<file path="config.mk">
export PLATFORM = sky130hd
export DESIGN_NAME = cph_out_fifo
export DESIGN_NICKNAME = d
export VERILOG_FILES = /design/src/rtl/cph_out_fifo.sv
export SDC_FILE = /design/constraint.sdc
export NUM_CORES = 1
export LEC_CHECK = 0
export ABC_AREA = 1
export CAP_MARGIN = 20
export CORE_MARGIN = 10
export CORE_UTILIZATION = 35
export DETAILED_ROUTE_END_ITERATION = 12
export PLACE_DENSITY_LB_ADDON = 0.2
export SYNTH_ARGS = -nofsm -noshare
export SYNTH_HDL_FRONTEND = slang
export SYNTH_SLANG_ARGS = --single-unit
</file>
<file path="constraint.sdc">
create_clock -name clk_2 -period 6.8 [get_ports clk_2]
set_clock_uncertainty 0.15 [all_clocks]
set_input_delay 1.36 -clock clk_2 [delete_from_list [all_inputs] [get_ports clk_2]]
set_output_delay 1.36 -clock clk_2 [all_outputs]
set_load 0.01 [all_outputs]
</file>
<file path="src/rtl/cph_out_fifo.sv">
`default_nettype none
// ============================================================================
// Module   : cph_out_fifo
// Purpose  : DEPTH-entry output FIFO for 34-bit ciphertext words with a
//            per-word end-of-message marker, valid/ready output handshake,
//            sticky overflow flag and a completed-message counter.
// Options  : define CPH_PARITY_EN to store per-entry even parity and expose
//            out_par / par_err.
// Revision : 1.0  initial release
// ============================================================================
module cph_out_fifo #(
  parameter int DATA_W = 34,
  parameter int DEPTH  = 8,
  parameter int MCNT_W = 16
) (
  input  logic                   clk_2,
  input  logic                   rst,
  input  logic                   in_valid,
  input  logic [DATA_W-1:0]      in_data,
  input  logic                   in_last,
  output logic                   in_ready,
  output logic                   out_valid,
  output logic [DATA_W-1:0]      out_data,
  output logic                   out_last,
  input  logic                   out_ready,
  output logic [$clog2(DEPTH):0] count,
  output logic                   overflow,
  input  logic                   clr_ovf,
  output logic [MCNT_W-1:0]      msg_count
`ifdef CPH_PARITY_EN
  ,
  output logic                   out_par,
  output logic                   par_err
`endif
);

  localparam int AW = $clog2(DEPTH);
  localparam int CW = AW + 1;
`ifdef CPH_PARITY_EN
  localparam int EW = DATA_W + 2;   // {parity, last, data}
`else
  localparam int EW = DATA_W + 1;   // {last, data}
`endif
  localparam logic [CW-1:0] C_FULL = CW'(DEPTH);

  // Storage is deliberately not reset; only pointers, count and flags are.
  logic [EW-1:0]     mem_q [DEPTH];
  logic [AW-1:0]     rd_ptr_q, rd_ptr_d;
  logic [AW-1:0]     wr_ptr_q, wr_ptr_d;
  logic [CW-1:0]     count_q, count_d;
  logic              overflow_q, overflow_d;
  logic [MCNT_W-1:0] msg_count_q, msg_count_d;
  logic [EW-1:0]     w_head;
  logic [EW-1:0]     w_entry;
  logic              w_push;
  logic              w_pop;
`ifdef CPH_PARITY_EN
  logic              par_err_q, par_err_d;
`endif

  // Handshake, head-entry decode and next-state for pointers, count and flags.
  always_comb begin
    in_ready  = (count_q != C_FULL);
    out_valid = (count_q != '0);
    w_push    = in_valid & in_ready;
    w_pop     = out_valid & out_ready;
    // Gate the head with out_valid so an empty FIFO shows zeros, not stale data.
    w_head    = out_valid ? mem_q[rd_ptr_q] : '0;
    out_data  = w_head[DATA_W-1:0];
    out_last  = w_head[DATA_W];
`ifdef CPH_PARITY_EN
    out_par   = w_head[DATA_W+1];
    w_entry   = {^in_data, in_last, in_data};
`else
    w_entry   = {in_last, in_data};
`endif

    wr_ptr_d = w_push ? wr_ptr_q + AW'(1) : wr_ptr_q;
    rd_ptr_d = w_pop  ? rd_ptr_q + AW'(1) : rd_ptr_q;

    count_d = count_q;
    case ({w_push, w_pop})
      2'b10:   count_d = count_q + CW'(1);
      2'b01:   count_d = count_q - CW'(1);
      default: count_d = count_q;
    endcase

    // A rejected offer sets the flag; setting takes priority over clearing.
    if (in_valid & ~in_ready) begin
      overflow_d = 1'b1;
    end else if (clr_ovf) begin
      overflow_d = 1'b0;
    end else begin
      overflow_d = overflow_q;
    end

    msg_count_d = (w_pop & out_last) ? msg_count_q + MCNT_W'(1) : msg_count_q;

`ifdef CPH_PARITY_EN
    if (w_pop & ((^out_data) != out_par)) begin
      par_err_d = 1'b1;
    end else if (clr_ovf) begin
      par_err_d = 1'b0;
    end else begin
      par_err_d = par_err_q;
    end
`endif
  end

  // Entry write on accepted push.
  always_ff @(posedge clk_2) begin
    if (w_push) begin
      mem_q[wr_ptr_q] <= w_entry;
    end
  end

  // Pointer, occupancy and flag registers; reset discards all stored entries.
  always_ff @(posedge clk_2 or posedge rst) begin
    if (rst) begin
      rd_ptr_q    <= '0;
      wr_ptr_q    <= '0;
      count_q     <= '0;
      overflow_q  <= 1'b0;
      msg_count_q <= '0;
    end else begin
      rd_ptr_q    <= rd_ptr_d;
      wr_ptr_q    <= wr_ptr_d;
      count_q     <= count_d;
      overflow_q  <= overflow_d;
      msg_count_q <= msg_count_d;
    end
  end

`ifdef CPH_PARITY_EN
  // Sticky parity-error flag.
  always_ff @(posedge clk_2 or posedge rst) begin
    if (rst) begin
      par_err_q <= 1'b0;
    end else begin
      par_err_q <= par_err_d;
    end
  end

  assign par_err = par_err_q;
`endif

  assign count     = count_q;
  assign overflow  = overflow_q;
  assign msg_count = msg_count_q;

endmodule
`default_nettype wire

</file>
==> flow_summary.json <==
{
  "grt_pass1_wl_um": 48000,
  "min_path_type": "register to register",
  "synthSimpleGateAreaFrac_pct": 12.3,
  "synth_seq_area_share_pct": 72.8,
  "cts-root-buf": "clkbuf_16",
  "p_leak_nw": 5.15,
  "rsz0062_at_grt": "false",
  "ir_worst_vdd_v": 0.000253,
  "cts_hold_repair.buffers": 0,
  "die_area_um2": 43600,
  "critical_path_arrival_ns": 3.59,
  "synthMuxAreaShare_pct": 0,
  "place.port_buffers": 97,
  "netlist.area_leader.share_pct": 67.4,
  "dp_slack_ns": 2.18,
  "cp-start-kind": "register",
  "die_height_um": 209,
  "use_met1_pct": 18.1,
  "finalSetupViolCount": 0,
  "slew_viol_final": 0,
  "synthCells": 1052,
  "synth_top_family_by_area": "simple AND/OR/NAND/NOR gates",
  "vias": 8135,
  "cts_setup_buffers": 0,
  "synth_compound_area_share_pct": 10.2,
  "start_util_pct": 35.2,
  "synthesis.area_um2": 12500,
  "clock-sinks": 307,
  "synth_most_common_cell": "edfxtp_1",
  "drt_iter0_markers": 549,
  "maxCapViolations": 0,
  "clk_pin_slew_ns": 0.05,
  "synthAdderAreaFrac_pct": 0.602,
  "grtUsageTotal_pct": 13.8,
  "rows": 69,
  "drc": 0,
  "synth_nets": 1098,
  "io_pins": 98,
  "ys.flop_type": "edfxtp_1",
  "wire_per_inst_um": 18.9,
  "synthTopCellsByCount": "edfxtp_1, nor2_1, o21ai_0, nand2_1, o22ai_1",
  "critical_path_class": "register to primary output",
  "worstMarginPinSlew_ns": 1.04,
  "grt_max_degree": 106,
  "crit_fanout": 84,
  "area_delta_synth_final_pct": 20.4,
  "vias_per_cell": 4.99,
  "yosys_warnings": 0,
  "cp-end-kind": "primary output",
  "syn_avg_cell_area_um2": 11.9,
  "wl_um": 30900,
  "grt_antenna_before_repair": 1,
  "synth_area_leaders": "edfxtp_1, nor2_1, o21ai_0",
  "synth-xor-area-share_pct": 1.12,
  "grt_remaining_overflow": 0,
  "drt-pass1-iter-count": 5,
  "cts_buffer_depth": 3,
  "met2_usage_pct": 23.0,
  "core_area_um2": 35400,
  "slew_headroom_pct": 30.9,
  "setup_ws_ns": 1.70,
  "period_share_pct": 75.1,
  "ant_nets": 0,
  "hold_violations": 0,
  "postCtsResizedCells": 0,
  "dp_hpwl_um": 16600,
  "dieWidth_um": 209,
  "outcome": "complete, no violations",
  "required_ns": 5.29,
  "fin_crit_ns": 5.10,
  "synth_area_leader_cell": "edfxtp_1",
  "ys_seq_elements": 307,
  "clk_latency_ns": 0.51,
  "place_congestion": 0.778,
  "htreeDepth": 2,
  "setup_tns_ns": 0,
  "numCtsBuffers": 35,
  "met3_usage_pct": 2.80,
  "powerDensity_nw_per_um2": 447,
  "cts_tree": "built",
  "drive_gt1_share_pct": 6.93,
  "synth_edf_count": 280,
  "synth_cell_types": 28,
  "nets": 1192,
  "grt_pass1_vias": 8047,
  "finalCoreUtilization_pct": 42.4,
  "synthArstFlopShare_pct": 8.79,
  "max_freq_mhz": 196,
  "grt.busiest_layer": "met2"
}
==> area by class of cell <==
cell class / instances / area [um^2]
Timing Repair Buffer: 114 / 1130
Antenna cell: 1 / 2.50
Inverter: 29 / 111
Clock buffer: 44 / 910
Fill cell: 3337 / 20400
Clock inverter: 16 / 113
Sequential cell: 307 / 9090
Multi-Input combinational cell: 659 / 3080
Tap cell: 461 / 577
==> sequential cells by signal (all words and copies together) (netlist names) <==
name and flops:
mem_q 280, msg_count 16, count 4, rd_ptr_q 3, wr_ptr_q 3, overflow 1
==> worst max-delay path, cell delays in order, from the launching register on <==
cell and delay [ns]:
dfrtp_4 0.85, buf_4 0.82, nor2_1 0.14, nor2_1 0.11, o21ai_0 0.08, o21ai_1 0.11, o21ai_0 0.08, nor2_1 0.27
clkdlybuf4s50_1 0.60
==> layer usage <==
metal	vias to the layer above	share of wire, %	wire (um)
met2	157	48	14800
met4	0	1.6	480
met3	39	4.8	1490
met1	4037	46	14100
li1	3902	-	-
met5	-	0	0
==> where the power goes <==
group	leakage, nW	internal, mW	total (mW)	switching [mW]
clock	0.501	0.986	1.71	0.727
sequential	2.89	2.37	2.52	0.143
combinational	1.76	0.930	2.48	1.55
total	5.15	4.29	6.71	2.42
==> stage by stage <==
step           hold WS, ns  std cells  cell area [um^2]  total power [mW]
6_report             0.387       1631             15000              6.71
5_1_grt              0.417       1630             15000              7.15
4_1_cts              0.390       1628             15000              6.80
3_5_place_dp         0.377       1568             13900              5.06
3_3_place_gp         0.358       1568             13900              5.04
2_1_floorplan        0.343       1052             12500              3.93
==> final timing paths <==
kind	start	endpoint	cells past startpoint	slack [ns]
max in group asynchronous	rst	rd_ptr_q[0]	3	5.09
min in group asynchronous	rst	count[2]	3	1.09
setup / recovery	rd_ptr_q[0]	out_data[15]	8	1.70
setup reg to reg	count[0]	count[2]	12	3.66
hold reg to reg	count[3]	count[3]	2	0.39
hold / removal	count[3]	count[3]	2	0.39
==> logic make-up after synthesis <==
kind of cell / count (synthesis)
buffers and inverters: 86
adder cells (fa/ha/maj): 6
AND/OR/NAND/NOR: 392
flip-flops: 307
XOR/XNOR: 16
AO/OA/AOI/OAI: 245
==> cells in the final DEF, fill, tap and decap left out, types with 2 or more instances in the layout <==
| master | netlist | routed |
|---|---|---|
| nand2_1 | 102 | 102 |
| inv_1 | 26 | 26 |
| xor2_1 | 9 | 9 |
| clkinv_2 | 0 | 6 |
| o21ai_0 | 192 | 192 |
| clkinv_1 | 1 | 6 |
| o22ai_1 | 35 | 35 |
| buf_4 | 3 | 15 |
| edfxtp_1 | 280 | 280 |
| nor2_4 | 1 | 9 |
| nand4_1 | 4 | 4 |
| dfrtp_2 | 0 | 2 |
| nand3_1 | 17 | 17 |
| o21ai_1 | 16 | 16 |
| clkbuf_16 | 0 | 35 |
| nand3_2 | 2 | 2 |
| ha_1 | 6 | 6 |
| inv_6 | 0 | 3 |
| clkbuf_1 | 33 | 9 |
| dfrtp_1 | 27 | 24 |
| clkdlybuf4s50_1 | 0 | 97 |
| nor2_1 | 263 | 255 |
| xnor2_1 | 7 | 7 |
(Power assumes the default switching activity.)
